===== src/rtl/aes_ctr_stream.sv =====
// AES-CTR stream controller: issues counter blocks to the cipher core and XORs the keystream into buffered beats.
// Accept-to-output latency is core latency + 2; credits drop o_ready at DEPTH outstanding, i_ready stalls the output.
module aes_ctr_stream #(
    parameter int WORD     = 32,
    parameter int NB       = 4,
    parameter int CTR_BITS = 32,
    parameter int DEPTH    = 8,
    parameter int WRAP     = 0,
    localparam int BW      = WORD * NB,
    localparam int NBY     = BW / 8
) (
    input  logic           clk,
    input  logic           rst,
    input  logic           i_start,
    input  logic [BW-1:0]  i_nonce,
    output logic           o_busy,
    input  logic           i_valid,
    output logic           o_ready,
    input  logic [BW-1:0]  i_block,
    input  logic [NBY-1:0] i_strb,
    input  logic           i_last,
    output logic           o_core_valid,
    output logic [BW-1:0]  o_core_block,
    input  logic           i_core_valid,
    input  logic [BW-1:0]  i_core_block,
    output logic           o_valid,
    input  logic           i_ready,
    output logic [BW-1:0]  o_block,
    output logic [NBY-1:0] o_strb,
    output logic           o_last,
    output logic           o_ctr_wrap
);

    localparam int AW = $clog2(DEPTH);
    localparam int CW = AW + 1;
    localparam int DW = BW + NBY + 1;

    typedef enum logic [1:0] {S_IDLE, S_RUN, S_DRAIN} state_t;

    state_t         r_state;
    state_t         w_state_nxt;
    logic [CW-1:0]  r_credits;
    logic [BW-1:0]  r_ctr;
    logic [BW-1:0]  w_ctr_inc;
    logic           w_fld_wrap;
    logic           r_wrap;
    logic           r_core_vld;
    logic [BW-1:0]  r_core_blk;

    logic [DW-1:0]  r_dmem [DEPTH];
    logic [BW-1:0]  r_kmem [DEPTH];
    logic [AW-1:0]  r_dwp, r_drp, r_kwp, r_krp;
    logic [CW-1:0]  r_dcnt, r_kcnt;

    logic           w_rdy;
    logic           w_acc;
    logic           w_pop;
    logic           w_kpush;
    logic [DW-1:0]  w_dhead;
    logic [BW-1:0]  w_khead;
    logic [BW-1:0]  w_dblk;
    logic [NBY-1:0] w_dstrb;

    assign w_rdy   = (r_state == S_RUN) && (r_credits != '0);
    assign w_acc   = i_valid && w_rdy;
    assign o_valid = (r_dcnt != '0) && (r_kcnt != '0);
    assign w_pop   = o_valid && i_ready;
    // Responses landing in IDLE belong to an aborted message and are dropped.
    assign w_kpush = i_core_valid && (r_state != S_IDLE);

    assign o_ready      = w_rdy;
    assign o_busy       = (r_state != S_IDLE);
    assign o_core_valid = r_core_vld;
    assign o_core_block = r_core_blk;
    assign o_ctr_wrap   = r_wrap;

    always_comb begin
        w_state_nxt = r_state;
        case (r_state)
            S_IDLE:  if (i_start) w_state_nxt = S_RUN;
            S_RUN:   if (w_acc && i_last) w_state_nxt = S_DRAIN;
            S_DRAIN: if (r_dcnt == '0 && r_credits == CW'(DEPTH)) w_state_nxt = S_IDLE;
            default: w_state_nxt = S_IDLE;
        endcase
    end

    always_comb begin
        w_ctr_inc  = r_ctr;
        w_fld_wrap = 1'b0;
        if (WRAP != 0) begin
            w_ctr_inc = r_ctr + BW'(1);
        end else begin
            w_ctr_inc[CTR_BITS-1:0] = r_ctr[CTR_BITS-1:0] + CTR_BITS'(1);
            w_fld_wrap              = &r_ctr[CTR_BITS-1:0];
        end
    end

    always_ff @(posedge clk) begin
        if (rst) begin
            r_state    <= S_IDLE;
            r_ctr      <= '0;
            r_wrap     <= 1'b0;
            r_core_vld <= 1'b0;
            r_core_blk <= '0;
            r_credits  <= CW'(DEPTH);
        end else begin
            r_state    <= w_state_nxt;
            r_core_vld <= w_acc;
            if (w_acc) r_core_blk <= r_ctr;
            if (r_state == S_IDLE && i_start) begin
                r_ctr  <= i_nonce;
                r_wrap <= 1'b0;
            end else if (w_acc) begin
                r_ctr <= w_ctr_inc;
                if (w_fld_wrap) r_wrap <= 1'b1;
            end
            case ({w_acc, w_pop})
                2'b10:   r_credits <= r_credits - CW'(1);
                2'b01:   r_credits <= r_credits + CW'(1);
                default: r_credits <= r_credits;
            endcase
        end
    end

    // Credits bound both FIFOs to DEPTH entries, so no full checks are needed.
    always_ff @(posedge clk) begin
        if (rst) begin
            r_dwp  <= '0;
            r_drp  <= '0;
            r_kwp  <= '0;
            r_krp  <= '0;
            r_dcnt <= '0;
            r_kcnt <= '0;
        end else begin
            if (w_acc)   r_dwp <= r_dwp + AW'(1);
            if (w_kpush) r_kwp <= r_kwp + AW'(1);
            if (w_pop) begin
                r_drp <= r_drp + AW'(1);
                r_krp <= r_krp + AW'(1);
            end
            r_dcnt <= r_dcnt + CW'(w_acc) - CW'(w_pop);
            r_kcnt <= r_kcnt + CW'(w_kpush) - CW'(w_pop);
        end
    end

    always_ff @(posedge clk) begin
        if (w_acc)   r_dmem[r_dwp] <= {i_block, i_strb, i_last};
        if (w_kpush) r_kmem[r_kwp] <= i_core_block;
    end

    assign w_dhead = r_dmem[r_drp];
    assign w_khead = r_kmem[r_krp];
    assign w_dblk  = w_dhead[DW-1:NBY+1];
    assign w_dstrb = w_dhead[NBY:1];
    assign o_strb  = w_dstrb;
    assign o_last  = w_dhead[0];

    always_comb begin
        o_block = '0;
        for (int k = 0; k < NBY; k++) begin
            if (w_dstrb[k]) o_block[8*k +: 8] = w_dblk[8*k +: 8] ^ w_khead[8*k +: 8];
        end
    end

endmodule

===== config.mk =====
export PLATFORM = sky130hd
export DESIGN_NAME = aes_ctr_stream
export DESIGN_NICKNAME = d
export VERILOG_FILES = /design/src/rtl/aes_ctr_stream.sv
export SDC_FILE = /design/constraint.sdc
export NUM_CORES = 2
export LEC_CHECK = 0
export ABC_AREA = 1
export CORE_MARGIN = 4
export CORE_UTILIZATION = 27
export CTS_BUF_LIST = sky130_fd_sc_hd__clkbuf_4
export CTS_CLUSTER_DIAMETER = 30
export DETAILED_ROUTE_END_ITERATION = 10
export MAX_ROUTING_LAYER = met4
export SLEW_MARGIN = 40
export SYNTH_ARGS = -nofsm -noshare
export SYNTH_HDL_FRONTEND = slang
export SYNTH_SLANG_ARGS = --single-unit

===== constraint.sdc =====
create_clock -name clk -period 10.5 [get_ports clk]
set_input_delay 1.575 -clock clk [delete_from_list [all_inputs] [get_ports clk]]
set_output_delay 1.575 -clock clk [all_outputs]
set_load 0.01 [all_outputs]

==> out/qor.yml <==
global_route:
  grt_pass1_vias: 64000
  grt.overflow.total: 0
  grt_max_degree: 182
  grt_pass1_wl_um: 435000
  grt_use_total_pct: 16.1
  antenna_found_initial: 107
place:
  port_buffers: 684
  dp.cells: 13100
  dp_hpwl_um: 179000
  pre_cts_ws_ns: 4.20
  gp_congestion: 0.804
worst_setup_path:
  crit_path_top_delay_cell: "clkdlybuf4s50_1"
  path_common_cell: "nand2_1"
  arrival_ns: 5.84
  cp_cell_sequence: "buf_4 > buf_12 > buf_16 > buf_6 > o21ai_0 > o22ai_1 > o21ai_1 > nand2_1 > nand2_1 > nor2_1 > clkdlybuf4s50_1"
  worstSetupStartpointType: "register"
  cp_slowest_stage_delay_ns: 0.62
  cp.required_ns: 8.93
  crit_type: "register to output port"
  crit_path_end_kind: "output port"
  cp_max_fo: 108
floorplan:
  dieWidth_um: 607
  io_pins: 685
  start_util_pct: 27.2
  die-area_um2: 369000
  row_count: 219
  core_um2: 357000
  die_h_um: 607
yosys:
  synth_area_um2: 97000
  syn-num-nets: 8500
  syn_inst: 8073
  ys_warn_count: 0
  syn_avg_cell_area_um2: 12.0
  synth_top_area_share_pct: 67.6
  ys_seq_area_share_pct: 73.6
  synth_seq_cells: 2474
  yosysTopAreaCell: "edfxtp_1"
  synth_top_cells_by_area: "edfxtp_1 (68%), nor2_1 (7.8%), dfxtp_1 (6.0%), o21ai_0 (5.2%), o21ai_1 (3.1%)"
  yosys.cell_types.count: 40
finish:
  syn2layout_area_growth_pct: 21.5
  fill_cells: 35600
  nets: 9462
  drive_above_1_share_pct: 12.8
  fin_cells: 14400
clocking:
  cts_setup_buffers: 0
  clock_sinks: 2474
  cts_buffer_depth: 4
  cts_resized: 0
  cts_buffers: 669
  clk_transition_reported_paths_ns: 0.07
  cts_tree: "yes"
  ctsHtreeMaxLevel: 6
  cts_hold_buf: 0
  clk_latency_ns: 1.47
  root_buffer: "clkbuf_4"
power_and_ir_drop:
  p_switching_w: 0.00807
  vdd_drop_max_mv: 0.155
  p_leak_nw: 38.7
  combPwrFrac_pct: 22.6
  p_int_w: 0.0172
  pwr-share-seq_pct: 43.8
  clockPowerShare_pct: 33.6
  power_density_nw_per_um2: 215
  sw_frac_of_total_pct: 31.9
timing:
  rsz0062_at_grt: "false"
  setup-tns-final_ns: 0
  finalCritPeriodShare_pct: 70.7
  finClkSkew_ns: 0.126
  setup_viol: 0
  max_freq_mhz: 135
  worst_slew_pin_slew_ns: 0.958
  hold_ws_ns: 0.404
  hold_viol: 0
  finalCriticalPeriod_ns: 7.42
  slew_headroom_pct: 36.1
  drv_slew: 0
  fin_ws_ns: 3.08
routing:
  ant_nets: 0
  met2_length_um: 151000
  met3_length_um: 22300
  vias_per_cell: 4.64
  drt_iter0_drc: 5275
  drc: 0
  finalWirelength_um: 302000
  top_layer_used: "met4"
  drt-met1-wl_um: 120000
  drt_pass1_iterations: 6
  dr_total_vias: 66600
  wl_per_cell_um: 21.0
outcome:
  outcome: "finished, final reports clean"
flow_run:
  drv_cap: 0
min_path:
  hold_path_class: "register to register"
[path summary, 6_finish.rpt]
check	startpoint	endpoint	slack [ns]	depth (start not counted)
max	register	o_block[10]	3.08	11
min	r_ctr[57]$_SDFFE_PP0P_	o_core_block[57]$_SDFFE_PP0P_	0.40	2
max reg2reg	r_state[0]$_SDFFE_PP0P_	r_dmem[1][75]$_DFFE_PP_	6.51	9
min reg2reg	r_ctr[57]$_SDFFE_PP0P_	o_core_block[57]$_SDFFE_PP0P_	0.40	2
[stage by stage]
stage                     power, W  instance area (um2)  utilization (%)
after floorplan             0.0145                97000                -
after global placement      0.0170               109000             30.4
after detailed placement    0.0171               109000             30.5
after CTS                   0.0257               117000             32.9
after global routing        0.0268               118000             33.0
final                       0.0253               118000             33.0
[power by group through the flow]
stage	Sequential (W)	Clock [W]	Combinational, W
floorplan	0.0112	0	0.00330
global placement	0.0113	0	0.00576
detailed placement	0.0113	0	0.00582
CTS	0.0111	0.00878	0.00584
global route	0.0111	0.00936	0.00637
finish	0.0111	0.00850	0.00573
[cell families (layout without fill, tap and decap cells)]
group | after synthesis | count (layout) | synth area share, %
flops | 2474 | 2474 | 73.6
simple gates | 2748 | 2748 | 10.8
fa+ha+maj | 20 | 20 | 0.281
other cells | 0 | 97 | 0
compound gates | 2231 | 2231 | 12.4
xor+xnor | 15 | 15 | 0.136
buf+inv | 585 | 2018 | 2.77
[cell usage in the layout (no fill, tap or decap), types with 14 or more instances in the layout]
master           synthesis  final
edfxtp_1              2184   2184
nor2_1                2018   2002
o21ai_0               1014   1013
clkbuf_4                 0    933
clkdlybuf4s50_1          0    683
nand2_1                667    666
o21ai_1                607    592
dfxtp_1                290    284
o211ai_1               257    257
a21oi_1                176    176
o22ai_1                161    161
clkinv_1                 3    112
diode_2                  0     97
inv_1                   67     66
buf_4                   23     65
clkinv_2                 0     39
nand3_1                 31     30
buf_12                   0     25
ha_1                    17     17
nand2_2                 16     16
o21ai_2                  0     16
nor2_4                   0     16
clkinv_4                 0     14
buf_16                   0     14
buf_6                   28     14
[registers in the layout (all words and copies together), names as in the netlist, named ones only]
register and count:
r_credits 4, r_krp 3, r_kcnt 4, r_drp 3, r_dwp 3, o_core_block 128
o_ctr_wrap 1, r_state 2, r_dmem 1160, r_kmem 1024, o_core_valid 1, r_dcnt 4
r_ctr 128, r_kwp 3
[area by class of cell]
type                            count  area (um2)  share of cell area [%]
Antenna cell                       97         243                   0.206
Tap cell                         4751        5940                    5.04
Timing Repair Buffer              803        8400                    7.13
Sequential cell                  2474       71400                    60.6
Clock inverter                    209        1430                    1.21
Inverter                           73         313                   0.265
Clock buffer                      933        7000                    5.94
Multi-Input combinational cell   5014       23100                    19.6
[critical path: cells and delay by family (launching register included)]
kind                   cells  cell delay (ns)
flip-flops                 1             0.61
buffers and inverters      5             2.52
AO/OA/AOI/OAI              3             0.53
AND/OR/NAND/NOR            3             0.49
[layer usage]
layer | global-route usage [%] | up-vias
met5 | - | -
met4 | 5.63 | 0
met3 | 4.15 | 522
met2 | 27.1 | 2235
met1 | 18.7 | 32400
li1 | - | 31500
[Yosys cell counts (all sizes together)]
master	instances
o21ai	1621
inv	70
nor3	2
nand2	683
clkinv	3
nor3b	1
o221ai	1
edfxtp	2184
clkbuf	301
and3	2
fa	3
nor2	2019
o21bai	2
a31oi	5
o21a	4
nor4	2
a22oi	1
o211ai	257
dfxtp	290
buf	211
a21o	1
xor2	8
o22ai	161
nand4	5
xnor2	7
a211oi	1
ha	17
a311oi	1
nand3b	3
a21oi	176
nand3	31
Note: power is estimated with default switching activity, not from simulation.
